$ cat src/rtl/f2u_channel_arbiter.sv
// Round-robin arbiter sharing one pipelined float32->uint32 converter across
// NUM_CH requesters; results are steered back by a tag pipeline.
module f2u_channel_arbiter #(
  parameter int unsigned NUM_CH       = 4,
  parameter int unsigned CONV_LATENCY = 6,
  parameter int unsigned DATA_W       = 32
) (
  input  logic                     aclk,
  input  logic                     aresetn,
  input  logic [NUM_CH-1:0]        req_valid,
  input  logic [NUM_CH*DATA_W-1:0] req_data,
  output logic [NUM_CH-1:0]        req_ready,
  output logic                     conv_in_valid,
  output logic [DATA_W-1:0]        conv_in_data,
  input  logic                     conv_out_valid,
  input  logic [DATA_W-1:0]        conv_out_data,
  output logic [NUM_CH-1:0]        res_valid,
  output logic [NUM_CH*DATA_W-1:0] res_data,
  input  logic [NUM_CH-1:0]        res_ready,
  output logic                     seq_err
);

  localparam int unsigned IDX_W = $clog2(NUM_CH);
  localparam int unsigned NSTG  = CONV_LATENCY + 1;

  logic [NUM_CH-1:0]            busy;
  logic [NUM_CH-1:0]            eligible;
  logic [NUM_CH-1:0]            grant;
  logic [IDX_W-1:0]             rr_ptr;
  logic [IDX_W-1:0]             grant_idx;
  logic                         grant_any;
  logic [NSTG-1:0]              tag_vld;
  logic [NSTG-1:0][IDX_W-1:0]   tag_ch;
  logic [DATA_W-1:0]            req_word [NUM_CH];
  logic [DATA_W-1:0]            res_word [NUM_CH];

  for (genvar g = 0; g < NUM_CH; g++) begin : g_pack
    assign req_word[g]                   = req_data[g*DATA_W +: DATA_W];
    assign res_data[g*DATA_W +: DATA_W]  = res_word[g];
  end

  // busy reserves the result slot at issue, since the converter cannot stall
  assign eligible = req_valid & ~busy;

  always_comb begin
    int unsigned      cand;
    logic [IDX_W-1:0] cand_idx;
    cand      = 0;
    cand_idx  = '0;
    grant     = '0;
    grant_idx = '0;
    grant_any = 1'b0;
    for (int unsigned k = 1; k <= NUM_CH; k++) begin
      cand     = (32'(rr_ptr) + k) % NUM_CH;
      cand_idx = IDX_W'(cand);
      if (!grant_any && eligible[cand_idx]) begin
        grant_any = 1'b1;
        grant_idx = cand_idx;
      end
    end
    if (grant_any) grant[grant_idx] = 1'b1;
  end

  // Grant is combinational; masking with aresetn keeps req_ready low during reset
  assign req_ready = grant & {NUM_CH{aresetn}};

  always_ff @(posedge aclk or negedge aresetn) begin
    if (!aresetn) begin
      busy          <= '0;
      rr_ptr        <= IDX_W'(NUM_CH - 1);
      conv_in_valid <= 1'b0;
      conv_in_data  <= '0;
      tag_vld       <= '0;
      tag_ch        <= '0;
      res_valid     <= '0;
      seq_err       <= 1'b0;
      for (int unsigned i = 0; i < NUM_CH; i++) res_word[i] <= '0;
    end else begin
      conv_in_valid <= grant_any;
      tag_vld       <= {tag_vld[NSTG-2:0], grant_any};
      tag_ch        <= {tag_ch[NSTG-2:0], grant_idx};
      if (grant_any) begin
        conv_in_data     <= req_word[grant_idx];
        busy[grant_idx]  <= 1'b1;
        rr_ptr           <= grant_idx;
      end
      for (int unsigned i = 0; i < NUM_CH; i++) begin
        if (res_valid[i] && res_ready[i]) begin
          res_valid[i] <= 1'b0;
          busy[i]      <= 1'b0;
        end
      end
      // Untagged converter output is dropped; a tag with no result leaves busy set
      if (tag_vld[NSTG-1] && conv_out_valid) begin
        res_valid[tag_ch[NSTG-1]] <= 1'b1;
        res_word[tag_ch[NSTG-1]]  <= conv_out_data;
      end
      if (tag_vld[NSTG-1] != conv_out_valid) seq_err <= 1'b1;
    end
  end

endmodule

$ cat config.mk
export PLATFORM = sky130hd
export DESIGN_NAME = f2u_channel_arbiter
export DESIGN_NICKNAME = d
export VERILOG_FILES = /design/src/rtl/f2u_channel_arbiter.sv
export SDC_FILE = /design/constraint.sdc
export NUM_CORES = 1
export LEC_CHECK = 0
export ABC_AREA = 1
export CAP_MARGIN = 20
export CORE_AREA = 2 2 131 133
export DETAILED_ROUTE_END_ITERATION = 6
export DIE_AREA = 0 0 133 135
export DONT_BUFFER_PORTS = 1
export PLACE_DENSITY = 0.77
export SKIP_CTS_REPAIR_TIMING = 1
export SLEW_MARGIN = 0
export SYNTH_ARGS = -nofsm -noshare
export SYNTH_HDL_FRONTEND = slang
export SYNTH_SLANG_ARGS = --single-unit
$ cat constraint.sdc
create_clock -name aclk -period 5.1 [get_ports aclk]
set_input_delay 1.275 -clock aclk [delete_from_list [all_inputs] [get_ports aclk]]
set_output_delay 1.275 -clock aclk [all_outputs]
set_load 0.005 [all_outputs]
Word level (Yosys, flattened, before mapping) --
Cells that the tools add are included.
Storage, ports and cells: register bits 193, input bits 171, output and inout bits 170, word-level logic and storage cells 99
Cells by class: $add $sub $neg 4, order comparisons 11, equality and inequality tests 1, multiplexer cells 37, bitwise logic cells 7, reductions and logical operators 18
Operator list (count):
- 128-bit bitwise mux | 1
- 32-bit two-way mux | 3
- 32-bit binary-select mux with 2-bit select | 1
- 32-bit demux with 2-bit select | 1
- 2-bit by 3-bit less-than comparator with 1-bit output, second input constant | 6
- 1-bit two-way mux | 18
- 4-bit two-way mux | 3
- 1-bit logical AND | 11
- 4-bit bitwise AND | 2
- 1-bit binary-select mux with 2-bit select | 4
- 2-bit two-way mux | 4
- 4-bit OR | 2
- 2-bit nonzero test | 4
- 3-bit greater-or-equal comparator, second input constant | 2
- 2-bit inverter with 3-bit output | 2
- 2-bit by 1-bit adder with 2-bit output, second input constant | 2
- 2-bit adder, second input constant | 2
- 1-bit demux with 2-bit select | 2
- 2-bit by 1-bit greater-or-equal comparator with 1-bit output, second input constant | 2
- 4-bit inverter | 1
- 1-bit logical NOT | 3
- 3-bit by 1-bit less-than comparator with 1-bit output, second input constant | 1
- 1-bit != test | 1

Depth between registers and ports, before layout --
Gate-level depths: netlist of the first run.
depth after elaboration 21, gate-level depth with buffers 17, mapped depth without buffers 15

Worst setup path before layout of the first run --
OpenSTA, ideal clock, no wires.
path type input to output, start point input req_valid[1], end point output req_ready[1], arrival time 2342 ps, data required time 3825 ps, setup slack 1483 ps, stages 12, buffers on the path 2, path through nand3_1 -> nand3_1 -> nand2_2 -> nand2_1 -> nand2_1 -> nand2_1 -> nand3_2 -> buf_6 -> buf_6 -> inv_2 -> nand2_1 -> nor2_1
On the way: word-level cells in the longest chain between the ends 19, elaborated cells on any way between the ends 30, those cells by class order compare: 2; mux: 19; bitwise: 2; reduce/logical: 7
Ends and longest elaborated chain:
- from (decl) | RTL line 10 | input logic [NUM_CH-1:0] req_valid,
- 4-bit bitwise AND (*) | RTL line 43 | assign eligible = req_valid & ~busy;
- 1-bit binary-select mux with 2-bit select | RTL line 56 | if (!grant_any && eligible[cand_idx]) begin
- 1-bit two-way mux (not written as such) | RTL line 56
- 1-bit two-way mux | RTL line 56
- 1-bit logical NOT | RTL line 56
- 1-bit logical AND | RTL line 56
- 1-bit two-way mux | RTL line 56
- 1-bit logical NOT | RTL line 56
- [4 not listed]
- 2-bit two-way mux (*) | RTL line 56
- via grant_idx[0] | RTL line 30 | logic [IDX_W-1:0] grant_idx;
- 2-bit by 3-bit less-than comparator with 1-bit output (not written as such) or 2-bit by 1-bit greater-or-equal comparator with 1-bit output (tied branches) | RTL line 61 | if (grant_any) grant[grant_idx] = 1'b1;
- 1-bit logical AND (not written as such) | RTL line 61
- 1-bit two-way mux (not written as such) | RTL line 61
- 1-bit demux with 2-bit select (*) | RTL line 61
- 4-bit two-way mux (*) | RTL line 61
- 4-bit bitwise AND (*) | RTL line 65 | assign req_ready = grant & {NUM_CH{aresetn}};
- to (decl) | RTL line 12 | output logic [NUM_CH-1:0] req_ready,
The timed path passes the listed nets; every way through them passes the cells marked *. The select of a mux whose other input is x is not followed.

Worst setup path after layout of the first run --
start point input req_valid[1], end point output req_ready[1]
On the way: word-level cells in the longest chain between the ends 19, elaborated cells on any way between the ends 30, those cells by class order compare: 2; mux: 19; bitwise: 2; reduce/logical: 7
Ends and longest elaborated chain (RTL line):
- 4-bit bitwise AND (*) | 43
- 1-bit binary-select mux with 2-bit select | 56
- 1-bit two-way mux (not written as such) | 56
- 1-bit two-way mux | 56
- 1-bit logical NOT | 56
- 1-bit logical AND | 56
- 1-bit two-way mux | 56
- 1-bit logical NOT | 56
- [3 not listed]
- 1-bit logical AND | 56
- 2-bit two-way mux | 56
- 2-bit by 3-bit less-than comparator with 1-bit output (not written as such) or 2-bit by 1-bit greater-or-equal comparator with 1-bit output (tied branches) | 61
- 1-bit logical AND (not written as such) | 61
- 1-bit two-way mux (not written as such) | 61
- 1-bit demux with 2-bit select | 61
- 4-bit two-way mux (*) | 61
- 4-bit bitwise AND (*) | 65
Every way passes the cells marked *; elsewhere a longest branch is shown, timed or not. The select of a mux whose other input is x is not followed.

==> results of run 1 <==
[placed cells by master, fill, tap and decap left out]
master | netlist | layout
a21boi_1 | 1 | 1
nand2_4 | 1 | 1
inv_1 | 109 | 109
clkbuf_16 | 0 | 17
inv_6 | 0 | 3
clkinv_4 | 0 | 2
clkinv_8 | 0 | 7
or2_2 | 1 | 1
inv_2 | 3 | 3
nand3_2 | 1 | 4
nand4_1 | 66 | 66
ha_1 | 1 | 1
buf_4 | 10 | 7
nand2_1 | 407 | 404
inv_12 | 0 | 2
nand4_4 | 0 | 1
a22oi_1 | 1 | 1
inv_4 | 1 | 1
o21ai_0 | 134 | 134
inv_16 | 0 | 1
dfstp_2 | 2 | 2
buf_16 | 0 | 1
nor2_1 | 7 | 7
nand2_2 | 3 | 6
buf_12 | 0 | 2
nand3_1 | 54 | 51
dfrtp_1 | 190 | 190
a22oi_2 | 2 | 2
[per-stage QoR]
step / utilization [%] / hold slack, ns
floorplan: - / 0.331
detailed placement: 52.5 / 0.338
global placement: 52.5 / 0.332
CTS: 56.4 / 0.354
global route: 56.8 / 0.365
finish: 56.8 / 0.351
[cell families (layout without fill, tap and decap cells)]
group | Yosys count | count (layout) | synth area share, %
simple gates | 541 | 541 | 26.6
flops | 192 | 192 | 55.8
buf+inv | 183 | 155 | 9.19
compound gates | 138 | 138 | 8.25
fa+ha+maj | 1 | 1 | 0.145
[worst register-to-register path: stages (launching register included)]
cell	delay, ns
dfstp_2	0.65
inv_4	0.09
nand2_1	0.07
nand2_1	0.10
nand3_1	0.10
nand2_2	0.12
nand4_4	0.12
buf_4	0.73
inv_1	0.54
buf_16	0.31
nand2_1	0.07
nand2_1	0.06
[per-layer routing]
metal  global-route usage [%]  share of wire (%)  vias to the layer above
li1                         -                  -                     3274
met1                     29.6                 39                     3247
met2                     38.8                 48                      339
met3                     8.41                 10                       31
met4                     8.42                2.1                        0
met5                        0                  0                        -
[cell type report]
type                            count  share of cell area, %
Clock inverter                     15                   2.26
Inverter                          113                   4.58
Multi-Input combinational cell    680                   32.7
Sequential cell                   192                   51.6
Timing Repair Buffer               10                   1.29
Tap cell                          220                   2.96
Clock buffer                       17                   4.57
[where the power goes]
part           switching [mW]  leakage, nW  internal, mW  total [mW]
logic                    2.27         2.28          1.06        3.34
registers               0.627         2.37          2.27        2.90
clock network           0.687        0.304         0.682        1.37
[sequential cells by signal, summed over array words and instances (netlist names)]
register / cells
tag_vld: 7
busy: 4
seq_err: 1
tag_ch: 14
res_valid: 4
rr_ptr: 2
conv_in_data: 32
res_data: 128
[path summary, 6_finish.rpt]
kind	from	end	slack (ns)	depth (start not counted)
setup / recovery	req_valid[1]	req_ready[1]	0.91	11
hold / removal	tag_ch[7]	tag_ch[9]	0.35	0
setup reg to reg	rr_ptr[0]	conv_in_data[14]	2.04	11
hold reg to reg	tag_ch[7]	tag_ch[9]	0.35	0
max in group asynchronous	aresetn	rr_ptr[0]	4.33	0
min in group asynchronous	aresetn	res_data[18]	0.54	0
==> flow_summary_export.csv, run 1 <==
group,metric,value,unit
status,outcome,"finished, final reports clean",
pwr,leakage,4.95,nW
timing,relSlewSlack,34.4,%
synth,synth_seq_cells,192,
worst_setup_path,required,3.83,ns
pwr,power.density,817,nW/um^2
synth,synth-edff-count,0,
synth,synth_fp_nets,1227,
worst_setup_path,cp_cell_sequence,"nand3_1 -> nand3_1 -> nand2_2 -> nand4_1 -> nand3_1 -> inv_1 -> nand2_4 -> inv_2 -> buf_4 -> nand2_1 -> nor2_1",
synth,synth_warnings,0,
die,pin_count,341,
die,die_w,133,um
synth,synth_area_leaders,"dfrtp_1 (55%), nand2_1 (18%), o21ai_0 (7.8%)",
timing,slew_violations,0,
placed_design,post_dp_cell_area,8610,um^2
timing,tightest_slew,0.984,ns
synth,seq_area_frac_synth,55.8,%
detailed_routing,detail-route-antenna-nets,0,
die,die_y,135,um
timing,setup_viol,0,
detailed_routing,wirelength,21700,um
synth,netlist_instances,1055,
timing,max_freq,239,MHz
timing,timing.final.ws_setup,0.909,ns
detailed_routing,avgViaCountPerCell,5.53,
synth,synthArstFlopShare,100,%
worst_setup_path,cp_num_buf_inv,3,
finish,instances_no_fill,1247,
worst_setup_path,cp-end-kind,"primary output",
worst_setup_path,crit_slowest_cell,"buf_4",
finish,fin_area,9320,um^2
worst_setup_path,cpPeakStageDelay,0.33,ns
worst_setup_path,start_kind,"primary input",
synth,synthTopCellsByCount,"nand2_1 (407), dfrtp_1 (190), o21ai_0 (134)",
detailed_routing,first_iter_violations,415,
die,rows,47,
clock_network,ctsHtreeMaxLevel,4,
detailed_routing,dr.pass1.iters,5,
clock_network,clk_pin_slew,0.07,ns
worst_setup_path,critPathMaxFanout,36,
grt,grt_max_degree,194,
worst_setup_path,cpMostUsedCell,"nand3_1",
finish,fillers,1451,
worst_setup_path,crit_family,"simple AND/OR/NAND/NOR gates",
pwr,power.total,7.61,mW
placed_design,dp.cells,1212,
synth,synth_top_cell_by_area,"dfrtp_1",
clock_network,cts_root_buf,"clkbuf_16",
placed_design,dp_slack,0.931,ns
timing,setup_tns,0,ns
detailed_routing,vias,6891,
worst_setup_path,critPathArrivalTime,2.92,ns
clock_network,cts_buffers,17,
synth,yosysMostFrequentCell,"nand2_1",
finish,fin_nets,1186,
timing,hold_violations,0,
finish,syn2layout_area_growth,8.09,%
pwr,ir_drop,1.08,mV
clock_network,clk_path_buf_depth,2,
synth,synthDominantCellAreaShare,55.2,%
timing,fin_crit_sh,82.2,%
grt,antenna_found_initial,0,
synth,synth.cell_area,8620,um^2
detailed_routing,drc,0,
clock_network,clkLatencyLatePin,0.43,ns
grt,grt_pass1_vias,6224,
grt,grt_pass1_wl,33800,um
finish,layout-drive-gt1-share,6.13,%
synth,ys.flop_type,"dfrtp_1",
grt,overflow,0,
worst_setup_path,crit_type,"primary input to primary output",
synth,avgSynthCellArea,8.17,um^2
timing,period_needed,4.19,ns
placed_design,io_buffers,0,
die,start_util,52.5,%
min_path,min_path_type,"flip-flop to flip-flop",
clock_network,cts_sinks,192,
placed_design,routabilityCongestion,0.933,
grt,grtUsageTotal,23.8,%
finish,diodes,0,
clock_network,tritoncts,"yes",
timing,fin_skew,0.0166,ns
detailed_routing,drt-wirelength-per-cell,17.4,um
finish,multi_input_area,3050,um^2
synth,synth_cell_type_count,24,
finish,final-seq-area,4810,um^2
die,core,16400,um^2
die,die_area,18000,um^2
placed_design,hpwl,14900,um
timing,rsz0062_at_grt,"false",
job,cap_violations,0,
No activity file was read; power rests on OpenSTA's default activity.
==> run 2, diff against run 1 <==
- clock period: 5.1 -> 4.2 ns (I/O delays scaled with it)
==> run 2 against run 1 <==
Utilization shrank 0.53 points. Critical path depth is 1 lower. Wire length fell by 1.4%. Final cell count barely moved. Clock power rose by 10%. Global-route usage down 0.22 points. Sequential power increased by 22%. Critical endpoint is now req_ready[3]. Highest routed layer unchanged.
==> flow_summary_export.csv, run 2 (synthesized netlist as in run 1, its figures left out) <==
group,metric,value,unit
detailed_routing,first_iter_violations,384,
timing,timing.final.ws_setup,0.622,ns
die,start_util,52.5,%
detailed_routing,detail-route-antenna-nets,0,
detailed_routing,dr.pass1.iters,7,
grt,grtUsageTotal,23.6,%
timing,period_needed,3.58,ns
pwr,power.density,980,nW/um^2
finish,largest_reg_flops,128,
detailed_routing,dr.max_layer_used,"met4",
detailed_routing,wl_met2,10400,um
detailed_routing,drc,0,
die,rows,47,
worst_setup_path,start_kind,"flip-flop",
finish,fin_nets,1187,
detailed_routing,drt-met1-wl,8360,um
finish,fillers,1486,
detailed_routing,drt-wirelength-per-cell,17.2,um
worst_setup_path,regToRegSetupSlack,1.30,ns
finish,instances_no_fill,1248,
worst_setup_path,critPathArrivalTime,2.53,ns
grt,grt_pass1_wl,33600,um
detailed_routing,wl_met3,2190,um
clock_network,cts_buffers,17,
die,die_y,135,um
die,pin_count,341,
pwr,ir_drop,0.961,mV
die,die_w,133,um
placed_design,io_buffers,0,
finish,diodes,0,
finish,mostFrequentLayoutCells,"nand2_1 (404), dfrtp_1 (190), o21ai_0 (134)",
timing,slew_violations,0,
timing,hold_violations,0,
worst_setup_path,cp-end-kind,"primary output",
detailed_routing,vias,6965,
pwr,leakage,4.92,nW
clock_network,clkLatencyLatePin,0.42,ns
clock_network,cts_root_buf,"clkbuf_16",
clock_network,cts_sinks,192,
placed_design,dp.cells,1214,
die,die_area,18000,um^2
timing,setup_viol,0,
timing,setup_tns,0,ns
clock_network,tritoncts,"yes",
status,outcome,"finished, final reports clean",
timing,fin_crit_sh,85.2,%
detailed_routing,wirelength,21400,um
die,core,16400,um^2
finish,syn2layout_area_growth,7.07,%
timing,relSlewSlack,56.9,%
placed_design,dp_slack,0.793,ns
timing,rsz0062_at_grt,"false",
min_path,min_path_type,"primary input to async pin",
grt,antenna_found_initial,0,
grt,grt_max_degree,194,
finish,final_common_cell,"nand2_1",
worst_setup_path,required,3.15,ns
timing,tightest_slew,0.647,ns
grt,grt_pass1_vias,6315,
pwr,power.total,9.05,mW
timing,max_freq,279,MHz
worst_setup_path,crit_type,"flip-flop to primary output",
detailed_routing,avgViaCountPerCell,5.58,
clock_network,clk_path_buf_depth,2,
clock_network,clk_pin_slew,0.07,ns
worst_setup_path,critPathMaxFanout,36,
placed_design,hpwl,14900,um
timing,fin_skew,0.0110,ns
finish,layout-drive-gt1-share,6.03,%
placed_design,routabilityCongestion,0.866,
finish,fin_util,56.2,%
job,cap_violations,0,
grt,overflow,0,
clock_network,ctsHtreeMaxLevel,4,
-- run 2: layout make-up --
type                            count  area, um^2  area share, %
Sequential cell                   192        4810           52.1
Multi-Input combinational cell    680        3050           33.1
Clock buffer                       21         460           4.99
Inverter                          113         427           4.62
Tap cell                          220         275           2.98
Timing Repair Buffer               11         108           1.17
Clock inverter                     11         100           1.08
-- run 2: metal layers --
| metal | vias up | global-route usage [%] |
|---|---|---|
| met2 | 365 | 38.5 |
| li1 | 3281 | - |
| met1 | 3283 | 29.4 |
| met4 | 0 | 9.20 |
| met5 | - | 0 |
| met3 | 36 | 7.55 |
-- run 2: final timing paths --
path / from / end / depth (start not counted)
worst max-delay path: rr_ptr[0] / req_ready[3] / 10
worst min-delay path: aresetn / res_data[47] / 0
worst max register to register: rr_ptr[0] / conv_in_data[2] / 13
worst min register to register: tag_ch[8] / tag_ch[10] / 0
max in group asynchronous: aresetn / rr_ptr[1] / 0
min in group aclk: tag_ch[8] / tag_ch[10] / 0
-- run 2: critical path: stages, from the launching register on --
cell and delay (ns):
dfstp_2 0.64, nand2_1 0.07, nand2_1 0.16, nand3_1 0.11, nand2_2 0.16, nand3_1 0.10, nor2_1 0.09, nand2_1 0.09
nand2_4 0.33, nand2_1 0.20, nor2_1 0.16
-- run 2: stage by stage --
step,hold WS [ns],area (um^2)
global route,0.292,9230
detailed placement,0.336,8630
global placement,0.333,8630
CTS,0.301,9190
floorplan,0.331,8620
finish,0.317,9230
-- run 2: power by group --
part	internal, mW	switching, mW
combinational	1.26	2.75
sequential	2.77	0.765
clock	0.807	0.698
total	4.84	4.21
